[src/rtl/dh_pkg.sv]
// Shared types and defaults for the duck-hunt gun path.
package dh_pkg;

    typedef enum logic [2:0] {
        GS_IDLE     = 3'd0,
        GS_ARM      = 3'd1,
        GS_DARK     = 3'd2,
        GS_TARGET   = 3'd3,
        GS_EVAL     = 3'd4,
        GS_COOLDOWN = 3'd5
    } gun_state_t;

    // 1 ms at the 65 MHz pixel clock.
    localparam int unsigned DEBOUNCE_CYCLES_DEF = 65000;
    localparam int unsigned COOLDOWN_FRAMES_DEF = 15;

    // Bits needed to hold 0..max_val; never less than one bit.
    function automatic int unsigned cnt_width(input int unsigned max_val);
        return (max_val < 1) ? 1 : $clog2(max_val + 1);
    endfunction

endpackage

[src/rtl/gun_debounce.sv]
// Two-flop synchroniser, level debouncer and press-edge detector for one
// raw button input. A level held through reset is not reported as a press
// until the input has been seen released.
module gun_debounce
    import dh_pkg::*;
#(
    parameter int unsigned CYCLES = DEBOUNCE_CYCLES_DEF
) (
    input  logic clk,
    input  logic rst,
    input  logic raw_i,
    output logic press_o
);

    localparam int unsigned CNT_W = cnt_width(CYCLES);
    localparam logic [CNT_W-1:0] CNT_LAST = (CYCLES > 0) ? CNT_W'(CYCLES - 1) : '0;
    // Quiet window covers the debounce time plus the two synchroniser
    // stages, which read 0 straight out of reset even if the input is held.
    localparam int unsigned QUIET = CYCLES + 2;
    localparam int unsigned QW = cnt_width(QUIET);
    localparam logic [QW-1:0] QUIET_MAX = QW'(QUIET);

    logic [1:0]       sync_q;
    logic             level_q, level_d;
    logic             prev_q;
    logic             block_q, block_d;
    logic [CNT_W-1:0] cnt_q, cnt_d;
    logic [QW-1:0]    quiet_q, quiet_d;

    // Synchronise the asynchronous raw input.
    always_ff @(posedge clk or posedge rst) begin
        if (rst) begin
            sync_q <= '0;
        end else begin
            sync_q <= {sync_q[0], raw_i};
        end
    end

    // Debounce counter, quiet-time counter and post-reset press blocking.
    always_comb begin
        level_d = level_q;
        cnt_d   = '0;
        if (sync_q[1] != level_q) begin
            if (cnt_q >= CNT_LAST) begin
                level_d = sync_q[1];
            end else begin
                cnt_d = cnt_q + 1'b1;
            end
        end

        if (sync_q[1]) begin
            quiet_d = '0;
        end else if (quiet_q != QUIET_MAX) begin
            quiet_d = quiet_q + 1'b1;
        end else begin
            quiet_d = quiet_q;
        end

        block_d = block_q && (quiet_q != QUIET_MAX);
    end

    // Debounce state registers.
    always_ff @(posedge clk or posedge rst) begin
        if (rst) begin
            level_q <= 1'b0;
            prev_q  <= 1'b0;
            block_q <= 1'b1;
            cnt_q   <= '0;
            quiet_q <= '0;
        end else begin
            level_q <= level_d;
            prev_q  <= level_q;
            block_q <= block_d;
            cnt_q   <= cnt_d;
            quiet_q <= quiet_d;
        end
    end

    assign press_o = level_q & ~prev_q & ~block_q;

endmodule

[src/rtl/gun_ctl.sv]
// Light-gun controller: accepts a debounced trigger press, runs a black
// frame then a white-target frame, and scores the photodetector readings.
module gun_ctl
    import dh_pkg::*;
#(
    parameter int unsigned DEBOUNCE_CYCLES = DEBOUNCE_CYCLES_DEF,
    parameter int unsigned COOLDOWN_FRAMES = COOLDOWN_FRAMES_DEF,
    parameter logic        PD_ACTIVE       = 1'b1
) (
    input  logic clk,
    input  logic rst,
    input  logic new_frame,
    input  logic duck_show,
    input  logic gun_trigger,
    input  logic gun_photodetector,
    output logic flash_bg,
    output logic flash_target,
    output logic duck_hit,
    output logic shot_fired,
    output logic busy
);

    localparam int unsigned CD_W = cnt_width(COOLDOWN_FRAMES);
    localparam logic [CD_W-1:0] CD_LOAD = CD_W'(COOLDOWN_FRAMES);

    logic            press;
    logic [1:0]      pd_sync_q;
    logic            pd_seen;
    gun_state_t      state_q, state_d;
    logic            armed_show_q, armed_show_d;
    logic            light_dark_q, light_dark_d;
    logic            light_tgt_q, light_tgt_d;
    logic [CD_W-1:0] cd_cnt_q, cd_cnt_d;
    logic            flash_bg_q, flash_bg_d;
    logic            flash_tgt_q, flash_tgt_d;
    logic            hit_q, hit_d;
    logic            shot_q, shot_d;
    logic            busy_q, busy_d;

    gun_debounce #(
        .CYCLES(DEBOUNCE_CYCLES)
    ) u_trigger (
        .clk    (clk),
        .rst    (rst),
        .raw_i  (gun_trigger),
        .press_o(press)
    );

    // Synchronise the photodetector; no debounce, short flashes matter.
    always_ff @(posedge clk or posedge rst) begin
        if (rst) begin
            pd_sync_q <= '0;
        end else begin
            pd_sync_q <= {pd_sync_q[0], gun_photodetector};
        end
    end

    assign pd_seen = (pd_sync_q[1] == PD_ACTIVE);

    // Flash sequence FSM; outputs are derived from the next state so they
    // change on the same edge as the state.
    always_comb begin
        state_d      = state_q;
        armed_show_d = armed_show_q;
        light_dark_d = light_dark_q;
        light_tgt_d  = light_tgt_q;
        cd_cnt_d     = cd_cnt_q;
        hit_d        = 1'b0;
        shot_d       = 1'b0;

        case (state_q)
            GS_IDLE: begin
                if (press) begin
                    shot_d       = 1'b1;
                    armed_show_d = duck_show;
                    state_d      = GS_ARM;
                end
            end
            GS_ARM: begin
                if (new_frame) begin
                    light_dark_d = 1'b0;
                    state_d      = GS_DARK;
                end
            end
            GS_DARK: begin
                light_dark_d = light_dark_q | pd_seen;
                if (new_frame) begin
                    light_tgt_d = 1'b0;
                    state_d     = GS_TARGET;
                end
            end
            GS_TARGET: begin
                light_tgt_d = light_tgt_q | pd_seen;
                if (new_frame) begin
                    // Registered here so the pulse coincides with EVAL.
                    hit_d   = armed_show_q & ~light_dark_q & light_tgt_d;
                    state_d = GS_EVAL;
                end
            end
            GS_EVAL: begin
                cd_cnt_d = CD_LOAD;
                state_d  = GS_COOLDOWN;
            end
            GS_COOLDOWN: begin
                if (cd_cnt_q == '0) begin
                    state_d = GS_IDLE;
                end else if (new_frame) begin
                    cd_cnt_d = cd_cnt_q - 1'b1;
                end
            end
            default: begin
                state_d = GS_IDLE;
            end
        endcase

        flash_bg_d  = (state_d == GS_DARK) || (state_d == GS_TARGET);
        flash_tgt_d = (state_d == GS_TARGET);
        busy_d      = (state_d != GS_IDLE);
    end

    // FSM state, flags and registered outputs.
    always_ff @(posedge clk or posedge rst) begin
        if (rst) begin
            state_q      <= GS_IDLE;
            armed_show_q <= 1'b0;
            light_dark_q <= 1'b0;
            light_tgt_q  <= 1'b0;
            cd_cnt_q     <= '0;
            flash_bg_q   <= 1'b0;
            flash_tgt_q  <= 1'b0;
            hit_q        <= 1'b0;
            shot_q       <= 1'b0;
            busy_q       <= 1'b0;
        end else begin
            state_q      <= state_d;
            armed_show_q <= armed_show_d;
            light_dark_q <= light_dark_d;
            light_tgt_q  <= light_tgt_d;
            cd_cnt_q     <= cd_cnt_d;
            flash_bg_q   <= flash_bg_d;
            flash_tgt_q  <= flash_tgt_d;
            hit_q        <= hit_d;
            shot_q       <= shot_d;
            busy_q       <= busy_d;
        end
    end

    assign flash_bg     = flash_bg_q;
    assign flash_target = flash_tgt_q;
    assign duck_hit     = hit_q;
    assign shot_fired   = shot_q;
    assign busy         = busy_q;

endmodule

[config.mk]
export PLATFORM = sky130hd
export DESIGN_NAME = gun_ctl
export DESIGN_NICKNAME = d
export VERILOG_FILES = /design/src/rtl/dh_pkg.sv /design/src/rtl/gun_debounce.sv /design/src/rtl/gun_ctl.sv
export SDC_FILE = /design/constraint.sdc
export NUM_CORES = 1
export LEC_CHECK = 0
export CORE_ASPECT_RATIO = 2
export CORE_MARGIN = 4
export CORE_UTILIZATION = 45
export CTS_BUF_LIST = sky130_fd_sc_hd__clkbuf_4
export DETAILED_ROUTE_END_ITERATION = 8
export GPL_TIMING_DRIVEN = 1
export HOLD_SLACK_MARGIN = 0.08
export SKIP_LAST_GASP = 1
export SYNTH_ARGS = -nofsm -noshare
export SYNTH_HDL_FRONTEND = slang
export SYNTH_HIERARCHICAL = 1
export SYNTH_SLANG_ARGS = --single-unit
export TNS_END_PERCENT = 1
[constraint.sdc]
create_clock -name clk -period 1.96 [get_ports clk]
set_clock_uncertainty 0.15 [all_clocks]
set_input_delay 0.294 -clock clk [delete_from_list [all_inputs] [get_ports clk]]
set_output_delay 0.294 -clock clk [all_outputs]
set_load 0.01 [all_outputs]
==> results <==
- The first-pass GRT wire length is 8510 um.
- The overall overflow remaining after global route is 0.
- Of the total power, the share spent switching nets is 0.295.
- The share of total power dissipated in combinational logic is 0.185.
- The number of nets in the synthesized netlist is 257.
- For this run, the post-layout net count is 277.
- Before CTS, the worst setup slack after placement is 0.168 ns.
- The initial core utilization is 0.468.
- The clock edge transition at the registers on the reported setup and hold paths is approximately 0.15 ns.
- The proportion of power drawn by the clock network is 0.255.
- The cell row count is 38.
- The routed layout has ~1.8k vias.
- The worst pin sits at a relative slew slack of 0.667.
- The hold violation count in the final report is 0.
- Once the clock tree was built, the setup fixing pass inserted 0 buffers.
- The cell count after placement is 319.
- Yosys printed 6 warnings.
- The startpoint identified for the worst register-to-register timing path is u_trigger/quiet_q[6]$_DFFE_PP0P_.
- The destination of the worst register-to-register timing path is u_trigger/quiet_q[15]$_DFFE_PP0P_.
- The congestion estimate from routability-driven global placement came to 0.838.
- Of all nets on the critical path, the largest fanout is 6.
- The analysis attributes to net switching a power of 738 uW.
- The HPWL after detailed placement is 3600 um.
- The proportion of synthesized flip-flops having asynchronous set or reset is 1.00.
- The analysis attributes to cell leakage a power of 0.00120 uW.
- For this run, design rule violations remaining after detail routing come to 0.
- The most instantiated flip-flop cell in the synthesis netlist is sky130_fd_sc_hd__dfrtp_1.
- The count of buffers added on input and output ports is 10.
- The chip height is 115 um.
- The initial antenna violation count is 0.
- The final standard cell count with taps included and fillers excluded is 328.
- Relative to the synthesized area, the layout overhead comes to 12.4%.
- The first TritonRoute pass finished after 4 iterations.
- The die outline width is around 61 um.
- For this design the ratio of total power to cell area is 870 nW/um^2.
- The cell-internal power is 1760 uW.
- The total of cells resized after clock tree synthesis is 0.
- In this run the most critical hold path is launched from u_trigger/sync_q[0]$_DFF_PP0_.
- The sequential group share of total power is 0.560.
- The proportion of synthesized chip area in sequential cells is 0.529.
- The kind of end point of the critical path is a flop.
- The synthesized area per cell is 10.4 um^2.
- The worst path needs 1.82 ns of the cycle, external delays included.
- For this block, the initial DRC count from the detailed router was 34.
- At the worst endpoint, the required time is about 2.1 ns.
- The routed design has 4930 um of wire.
- The buffer depth of the longest clock path is 2.
- Of the cells placed in the final design, the portion with a size suffix greater than 1 is 0.112.
- The actual slew at the worst max-slew pin is 0.495 ns.
- The slack of the worst reg-to-reg path is roughly 0.14 ns.
- The number of distinct standard cells referenced by the synthesized netlist is 50.
- Max-cap violations in this run came to 0.
- The total die area is ~7000 um^2.
- Total power for the finished layout comes to 2500 uW.
- The maximum ir drop on the vdd rail is 666 uV.
- The flow ran to the end, and the final reports show no timing, DRC or antenna violations.
- The tree is rooted in a sky130_fd_sc_hd__clkbuf_4.
- The via count of the first global-routing pass was 1925.
- After routing, the total negative slack on setup checks comes to 0 ns.
- The maximum number of pins on one net before global-route repair is 38.
- The post-detailed-route wirelength per cell is 15.0 um.
- Dividing the final minimum period by the clock period gives 0.928.
- The worst setup path is launched from a flop.
- The global-route total usage across every layer is 0.161.
- The core region is 5470 um^2.
- The TritonCTS sink count is between 50 and 60.
- The antenna diode count is 0.
- The worst hold path passes through 0 cells.
- Setup repair after global routing left no endpoint under its margin.
- The synthesized netlist cell count is roughly 250.
- The per-cell via count in the routed design is 5.59.
- The class of the most critical setup path is reg -> reg.
- In this run the worst hold path is classified as reg -> reg.
- In this run, synthesis produced a sequential element count of 54.
- The post-synthesis instance area is 2560 um^2.
- The clock insertion delay at the later pin of the skew report is 0.38 ns.
- The clock tree synthesis step divided the H-tree into 2 levels.
- The count of nets left with antenna violations once routing finished came out at 0.
- TritonCTS built the clock tree.
- The number of primary I/O pins is 11.
- Setup violations remaining at the end of the flow were counted as 0.
- The worst path setup slack after routing is 0.140 ns.
- Buffers inserted during clock tree synthesis total 5.
- The worst hold endpoint is u_trigger/sync_q[1]$_DFF_PP0_.
- The highest attainable clock frequency is 0.550 GHz.
- The number of enable-type register cells in the synthesized netlist is 0.
- The final max-slew violation count is 0.
- The number of buffers inserted by hold repair at cts is 1.
- The critical path arrival is about 2 ns.
- For the worst flop-to-flop path, the logic depth is 4.
-- synthesized netlist by cell type, drive strengths merged (2+ instances only) --
cell,count,share of area
buf,6,0.012
dfrtp,53,0.52
nor4,5,0.015
and4,4,0.014
and2,2,0.0049
ha,4,0.020
or2b,2,0.0073
a21oi,14,0.027
o31ai,4,0.014
xnor2,11,0.038
nand2,15,0.023
or4,3,0.010
nor3,5,0.0098
o21ai,11,0.022
mux2,2,0.0088
nor3b,2,0.0059
nand2b,2,0.0049
and3,2,0.0049
nor2b,3,0.010
xor2,13,0.044
nand3,10,0.022
nand4,11,0.027
clkbuf,2,0.0029
or3,5,0.012
nand3b,2,0.0059
nor2,32,0.047
inv,10,0.015
-- flip-flops by register name, indices dropped and copies added (netlist names), 2 cells and up --
name and count:
pd_sync_q 2, u_trigger/quiet_q 16, u_trigger/sync_q 2, u_trigger/cnt_q 16, cd_cnt_q 4, state_q 3
-- final cells by class --
class / instances / area [um^2]
Fill cell: 495 / 2590
Sequential cell: 54 / 1350
Multi-Input combinational cell: 175 / 1130
Timing Repair Buffer: 21 / 198
Tap cell: 60 / 75.1
Clock buffer: 7 / 52.6
Inverter: 10 / 37.5
Clock inverter: 1 / 30.0
-- worst max path at each step --
stage | cells past startpoint | start | to
detailed placement | 4 | u_trigger/quiet_q[6]$_DFFE_PP0P_ | u_trigger/quiet_q[15]$_DFFE_PP0P_
global placement | 4 | u_trigger/quiet_q[6]$_DFFE_PP0P_ | u_trigger/quiet_q[15]$_DFFE_PP0P_
global route | 5 | u_trigger/quiet_q[1]$_DFFE_PP0P_ | u_trigger/quiet_q[12]$_DFFE_PP0P_
CTS | 5 | u_trigger/quiet_q[1]$_DFFE_PP0P_ | u_trigger/quiet_q[12]$_DFFE_PP0P_
finish | 4 | u_trigger/quiet_q[6]$_DFFE_PP0P_ | u_trigger/quiet_q[15]$_DFFE_PP0P_
floorplan | 6 | u_trigger/quiet_q[1]$_DFFE_PP0P_ | u_trigger/quiet_q[12]$_DFFE_PP0P_
-- through the flow --
| step | util | cell area, um^2 | hold WS [ns] |
|---|---|---|---|
| 2_1_floorplan | - | 2560 | 0.0701 |
| 6_report | 0.526 | 2880 | 0.200 |
| 5_1_grt | 0.526 | 2880 | 0.194 |
| 3_5_place_dp | 0.509 | 2780 | 0.196 |
| 3_3_place_gp | 0.509 | 2780 | 0.190 |
| 4_1_cts | 0.526 | 2880 | 0.170 |
-- layer usage --
layer  share of wire  track usage  wire [um]  up-vias
li1                -            -          -      903
met1            0.39        0.163       1920      892
met2            0.55        0.292       2730       24
met3           0.022       0.0293        106       15
met4           0.034       0.0854        169        0
met5               0            0          0        -
-- logic make-up (layout without fill, tap and decap cells) --
group	count (synthesis)	count (layout)	synth area share
AO/OA/AOI/OAI	36	36	0.0885
adder cells (fa/ha/maj)	4	4	0.0196
flip-flops	54	54	0.529
XOR/XNOR	24	24	0.0822
AND/OR/NAND/NOR	109	109	0.243
buffers and inverters	18	39	0.0298
multiplexers	2	2	0.00880
-- critical path, stage by stage (launching register included) --
cell and delay, ns:
sky130_fd_sc_hd__dfrtp_1 0.49, sky130_fd_sc_hd__nand2_2 0.12, sky130_fd_sc_hd__or4_4 0.56, sky130_fd_sc_hd__or3_1 0.31
sky130_fd_sc_hd__a21oi_1 0.14
-- power groups by stage --
stage                     sequential [uW]  combinational [uW]  clock [uW]
after floorplan                      1330                 406           0
after global placement               1420                 462           0
after detailed placement             1420                 469           0
after CTS                            1400                 471         668
after global routing                 1430                 531         701
final                                1400                 463         636
-- cells in the final DEF (no fill, tap or decap), types with 2 or more instances in the layout --
master	n
sky130_fd_sc_hd__clkdlybuf4s50_1	10
sky130_fd_sc_hd__inv_1	10
sky130_fd_sc_hd__nand4_1	11
sky130_fd_sc_hd__nand3b_1	2
sky130_fd_sc_hd__nand3_1	9
sky130_fd_sc_hd__dfrtp_1	53
sky130_fd_sc_hd__buf_4	9
sky130_fd_sc_hd__nor2_1	32
sky130_fd_sc_hd__o31ai_1	3
sky130_fd_sc_hd__o21ai_1	3
sky130_fd_sc_hd__nor3_1	5
sky130_fd_sc_hd__nor4_1	4
sky130_fd_sc_hd__a21oi_1	14
sky130_fd_sc_hd__nand2_1	14
sky130_fd_sc_hd__and4_1	4
sky130_fd_sc_hd__o21ai_0	8
sky130_fd_sc_hd__xnor2_1	11
sky130_fd_sc_hd__or3_1	5
sky130_fd_sc_hd__nand2b_1	2
sky130_fd_sc_hd__nor2b_1	2
sky130_fd_sc_hd__clkbuf_4	7
sky130_fd_sc_hd__nor3b_1	2
sky130_fd_sc_hd__and3_1	2
sky130_fd_sc_hd__or4_1	2
sky130_fd_sc_hd__ha_1	4
sky130_fd_sc_hd__and2_1	2
sky130_fd_sc_hd__xor2_1	13
No activity file was read; power rests on OpenSTA's default activity.
